===== config.mk =====
export PLATFORM = sky130hd
export DESIGN_NAME = clk_gate_ctrl
export DESIGN_NICKNAME = d
export VERILOG_FILES = /design/src/rtl/clk_gate_ctrl.sv
export SDC_FILE = /design/constraint.sdc
export NUM_CORES = 1
export LEC_CHECK = 0
export CAP_MARGIN = 20
export CORE_MARGIN = 8
export CORE_UTILIZATION = 45
export CTS_BUF_LIST = sky130_fd_sc_hd__clkbuf_8
export CTS_CLUSTER_DIAMETER = 60
export DETAILED_ROUTE_END_ITERATION = 8
export DONT_BUFFER_PORTS = 1
export PLACE_DENSITY_LB_ADDON = 0.05
export RECOVER_POWER = 50
export SETUP_SLACK_MARGIN = 0.4
export SLEW_MARGIN = 10
export SYNTH_ARGS = -nofsm -noshare
export SYNTH_HDL_FRONTEND = slang
export SYNTH_SLANG_ARGS = --single-unit
export TNS_END_PERCENT = 5

===== constraint.sdc =====
create_clock -name CK -period 1.8 [get_ports CK]
set_input_delay 0.09 -clock CK [delete_from_list [all_inputs] [get_ports CK]]
set_output_delay 0.09 -clock CK [all_outputs]
set_load 0.02 [all_outputs]

===== src/rtl/clk_gate_ctrl.sv =====
`default_nettype none
// ============================================================================
// Module      : clk_gate_ctrl
// Description : Per-channel clock-gate controller. Each channel runs an
//               idle-timeout FSM (RUN/COUNT/GATED/WAKE) that drives the EN pin
//               of a clock-gate cell and an ACK handshake back to the consumer.
//               Optional gated-cycle statistics are compiled in when the macro
//               CLK_GATE_STAT_EN is defined; otherwise STAT_CNT is tied to 0.
// Revision    : 1.0 - initial release
// ============================================================================
module clk_gate_ctrl #(
    parameter int CH     = 4,
    parameter int IDLE_W = 4
) (
    input  logic                CK,
    input  logic                RST_B,
    input  logic                SE,
    input  logic [CH-1:0]       REQ,
    input  logic [IDLE_W-1:0]   IDLE_THR,
    input  logic                STAT_CLR,
    output logic [CH-1:0]       GATE_EN,
    output logic [CH-1:0]       ACK,
    output logic                ALL_GATED,
    output logic [16*CH-1:0]    STAT_CNT
);

    typedef enum logic [1:0] {
        ST_RUN   = 2'd0,
        ST_COUNT = 2'd1,
        ST_GATED = 2'd2,
        ST_WAKE  = 2'd3
    } state_t;

    localparam logic [IDLE_W-1:0] C_CNT_ONE = IDLE_W'(1);

    logic [CH-1:0] w_is_gated;

    generate
        for (genvar i = 0; i < CH; i++) begin : g_ch
            state_t            r_state;
            state_t            w_state_nxt;
            logic [IDLE_W-1:0] r_cnt;
            logic [IDLE_W-1:0] w_cnt_nxt;
            logic              r_en;
            logic              r_ack;

            // State, idle counter and registered output decode of the current state
            always_ff @(posedge CK) begin
                if (!RST_B) begin
                    r_state <= ST_RUN;
                    r_cnt   <= '0;
                    r_en    <= 1'b1;
                    r_ack   <= 1'b1;
                end else begin
                    r_state <= w_state_nxt;
                    r_cnt   <= w_cnt_nxt;
                    r_en    <= (r_state != ST_GATED);
                    r_ack   <= (r_state == ST_RUN) || (r_state == ST_COUNT);
                end
            end

            // Next-state logic; the threshold is captured only on RUN->COUNT
            always_comb begin
                w_state_nxt = r_state;
                w_cnt_nxt   = r_cnt;
                case (r_state)
                    ST_RUN: begin
                        if (!REQ[i]) begin
                            if (IDLE_THR == '0) begin
                                w_state_nxt = ST_GATED;
                            end else begin
                                w_state_nxt = ST_COUNT;
                                w_cnt_nxt   = IDLE_THR;
                            end
                        end
                    end
                    ST_COUNT: begin
                        if (REQ[i]) begin
                            w_state_nxt = ST_RUN;
                        end else if (r_cnt == C_CNT_ONE) begin
                            w_state_nxt = ST_GATED;
                        end else begin
                            w_cnt_nxt = r_cnt - C_CNT_ONE;
                        end
                    end
                    ST_GATED: begin
                        if (REQ[i]) begin
                            w_state_nxt = ST_WAKE;
                        end
                    end
                    default: begin
                        // WAKE always spends exactly one cycle before RUN
                        w_state_nxt = ST_RUN;
                    end
                endcase
            end

            assign GATE_EN[i]    = r_en | SE;
            assign ACK[i]        = r_ack;
            assign w_is_gated[i] = (r_state == ST_GATED);

`ifdef CLK_GATE_STAT_EN
            logic [15:0] r_stat;

            // Saturating count of cycles spent gated; clear wins over increment
            always_ff @(posedge CK) begin
                if (!RST_B) begin
                    r_stat <= '0;
                end else if (STAT_CLR) begin
                    r_stat <= '0;
                end else if ((r_state == ST_GATED) && (r_stat != 16'hFFFF)) begin
                    r_stat <= r_stat + 16'd1;
                end
            end

            assign STAT_CNT[16*i +: 16] = r_stat;
`else
            assign STAT_CNT[16*i +: 16] = 16'h0000;
`endif
        end
    endgenerate

`ifndef CLK_GATE_STAT_EN
    // Clear input has no effect when statistics are not built
    logic w_unused_stat_clr;
    assign w_unused_stat_clr = STAT_CLR;
`endif

    assign ALL_GATED = &w_is_gated;

endmodule
`default_nettype wire


==> summary.txt <==
Global route
  • GRT Total Usage: 12.5%
  • First-pass GRT wire length: 7730 um
  • Vias in the first global route: 1,583
  • Pin count of the biggest net entering global routing: 26
  • Initial antenna violation count: 0
  • Gr ovfl total: 0

Synth
  • Sequential share of the synthesized area: 28.0%
  • Synth Area in XOR/XNOR: 0.382%
  • Share of the synthesized area in the top cell type: 28.0%
  • Syn. warnings: 0
  • Largest family of logic cells by synthesized area: buffers and inverters
  • Synth area leaders: dfxtp_1 28%, buf_4 22%, ha_1 4.4%
  • Post-synthesis mux area share: 1.75%
  • Post-Synth Simple-Gate Area: 19.6%
  • Post-synth ARST share: 0%
  • Syn Std Cell Area: 2290 um^2
  • Biggest area consumer among synthesized cells: dfxtp_1
  • Ys flop type: dfxtp_1
  • Avg Cell Area, Syn: 8.24 um^2
  • Area fraction in compound gates after synthesis: 19.1%
  • FF+latch count, synth: 32
  • Synth Instances: 278
  • Post-synthesis cell type count: 48
  • Number of synthesized flops with an enable pin: 0
  • Adder-cell share of the synthesized area: 4.37%

Floorplanning
  • Core ar.: 5010 um^2
  • DIE WIDTH: 87.4 um
  • Core Rows: 26
  • Die footprint: 7630 um^2
  • Initial Util: 45.7%
  • Die Y-Extent: 87.4 um
  • Ports: 85

Critical path
  • WP data required: 1970 ps
  • Worst EP arrival: 1750 ps
  • CP Launch Type: flip-flop
  • Crit Path Category: flip-flop to flip-flop
  • CP endpoint kind: flip-flop
  • CP max FO: 6

Finish
  • Antenna Cells: 0
  • Share of layout cells above drive strength 1: 23.2%
  • Commonest non-fill, non-tap cells in the layout: 64 x conb_1, 24 x dfxtp_1, 22 x nand2_1
  • Commonest non-fill, non-tap cell in the layout: conb_1
  • Nets: 317
  • Area delta synth->final: 10.9%
  • Util after Layout: 50.7%

Clocking
  • Clk buf depth: 2
  • Clock Sinks: 32
  • Clk pin slew, worst setup/hold paths: 70 ps
  • CTS tree: yes
  • Num CTS Buffers: 5
  • Worst-skew pair later-pin latency: 280 ps
  • Hold_buf cts: 7
  • H-tree Lvls: 2
  • Clock root buffer master: clkbuf_8

Power
  • PnR Total Power: 2.17 mW
  • P per Cell Area: 855 nW/um^2
  • VDD IR max: 0.481 mV
  • Leak: 1.04 nW

Run status
  • Outcome: finished, violations left
  • Failing checks: negative hold slack

STA
  • TNS Setup: 0 ps
  • Hold WS: -74.2 ps
  • Slew margin rel.: 59.0%
  • Final hold violation count: 13
  • Unrepaired setup endpoints after global routing: yes
  • Fmax: 633 MHz
  • Setup Skew: 7.60 ps
  • Slew @ Worst Pin: 615 ps
  • Final setup viols: 0
  • Period utilization: 87.8%
  • Final min period: 1580 ps
  • Max-slew violations: 0

Placed design
  • Placer Congestion: 0.739
  • Port buffer count: 0
  • Post-DP HPWL: 3590 um

Drt
  • DR vias: 1,731
  • ANT nets after route: 0
  • Avg WL per Cell: 13.4 um
  • Initial drt markers: 71
  • Post-Route WL: 4940 um
  • Drt first pass iters: 4
  • Number of remaining DRC errors: 0
  • Via density per instance: 4.70

Flow run
  • MaxCap Viol Count: 0

Min path
  • Worst min-delay path class: input pin to flip-flop
==> path summary, 6_finish.rpt <==
kind / start / cells past startpoint / to / slack [ps]
worst max register to register: g_ch[2].r_cnt[0]$_SDFFE_PN0P_ / 6 / g_ch[2].r_cnt[3]$_SDFFE_PN0P_ / 220
worst min-delay path: RST_B / 1 / g_ch[2].r_state[1]$_SDFFE_PN0P_ / -70
worst max-delay path: g_ch[2].r_cnt[0]$_SDFFE_PN0P_ / 6 / g_ch[2].r_cnt[3]$_SDFFE_PN0P_ / 220
worst min register to register: g_ch[0].r_cnt[3]$_SDFFE_PN0P_ / 2 / g_ch[0].r_cnt[3]$_SDFFE_PN0P_ / 510
==> synthesized netlist by cell type (all sizes together), types with 2 or more instances <==
library cell  count
nor3b             5
nor3              5
a211oi            5
o32ai             3
dfxtp            32
nor2             20
nand2            22
nand2b            4
or2               6
o211ai            4
buf              70
o21a              5
or3               5
clkbuf            7
o32a              2
ha                8
nor4              3
a21oi            19
inv              15
a22o              2
o31ai             2
a32o              4
and2              2
o21ai             7
a211o             2
mux2i             4
==> sequential cells by signal, indices dropped and copies added (netlist names) <==
signal        cells
g_ch.r_cnt       16
g_ch.r_state      8
g_ch.r_ack        4
g_ch.r_en         4
==> worst max-delay path: stages (launching register included) <==
cell and delay, ps:
dfxtp_1 430, ha_4 160, nor3b_4 160, clkbuf_1 180, o32ai_4 140, buf_4 170, a32o_1 220
==> stage by stage <==
| stage | setup WS, ps | std cells | instance area (um^2) | hold WS, ps |
|---|---|---|---|---|
| 2_1_floorplan | 354 | 341 | 2580 | 293 |
| 3_3_place_gp | 235 | 340 | 2160 | 162 |
| 3_5_place_dp | 219 | 340 | 2160 | 160 |
| 4_1_cts | 291 | 363 | 2450 | -86.6 |
| 5_1_grt | 126 | 368 | 2540 | -85.8 |
| 6_report | 220 | 368 | 2540 | -74.2 |
==> cell families (layout without fill, tap and decap cells) <==
group / after synthesis / in the layout
buffers and inverters: 92 / 49
and+or+nand+nor: 82 / 82
AOI/OAI and AO/OA: 58 / 58
DFF: 32 / 32
adders and majority gates: 8 / 8
muxes: 4 / 4
other: 1 / 64
xor gates and xnor gates: 1 / 1
==> layout make-up <==
type                            count  area (um^2)
Fill cell                         512         2470
Timing Repair Buffer               26          213
Clock inverter                      3         42.5
Clock buffer                        5         68.8
Multi-Input combinational cell    217         1420
Sequential cell                    32          656
Inverter                           15         56.3
Tap cell                           70         87.6
==> per-layer routing <==
metal	vias to the layer above	share of wire [%]	GRT usage [%]	wire, um
met2	56	47	20.2	2340
met4	0	0.38	2.81	19
met3	2	9.5	4.34	468
met5	-	0	0	0
li1	856	-	-	-
met1	817	43	15.3	2110
==> repair_timing <==
action | in CTS | in global routing
cloned | 0 | 0
endpoints found under the hold margin | 20 | 13
pin swaps | 6 | 8
setup buffers | 8 | 5
gates resized for setup | 17 | 17
setup endpoints to repair | 17 | 20
==> power by group <==
group	switching (mW)	total [mW]	internal, mW	leakage [nW]
combinational	0.346	0.610	0.264	0.724
clock	0.286	0.696	0.410	0.0541
sequential	0.0881	0.865	0.777	0.266
Note: power is estimated with default switching activity, not from simulation.
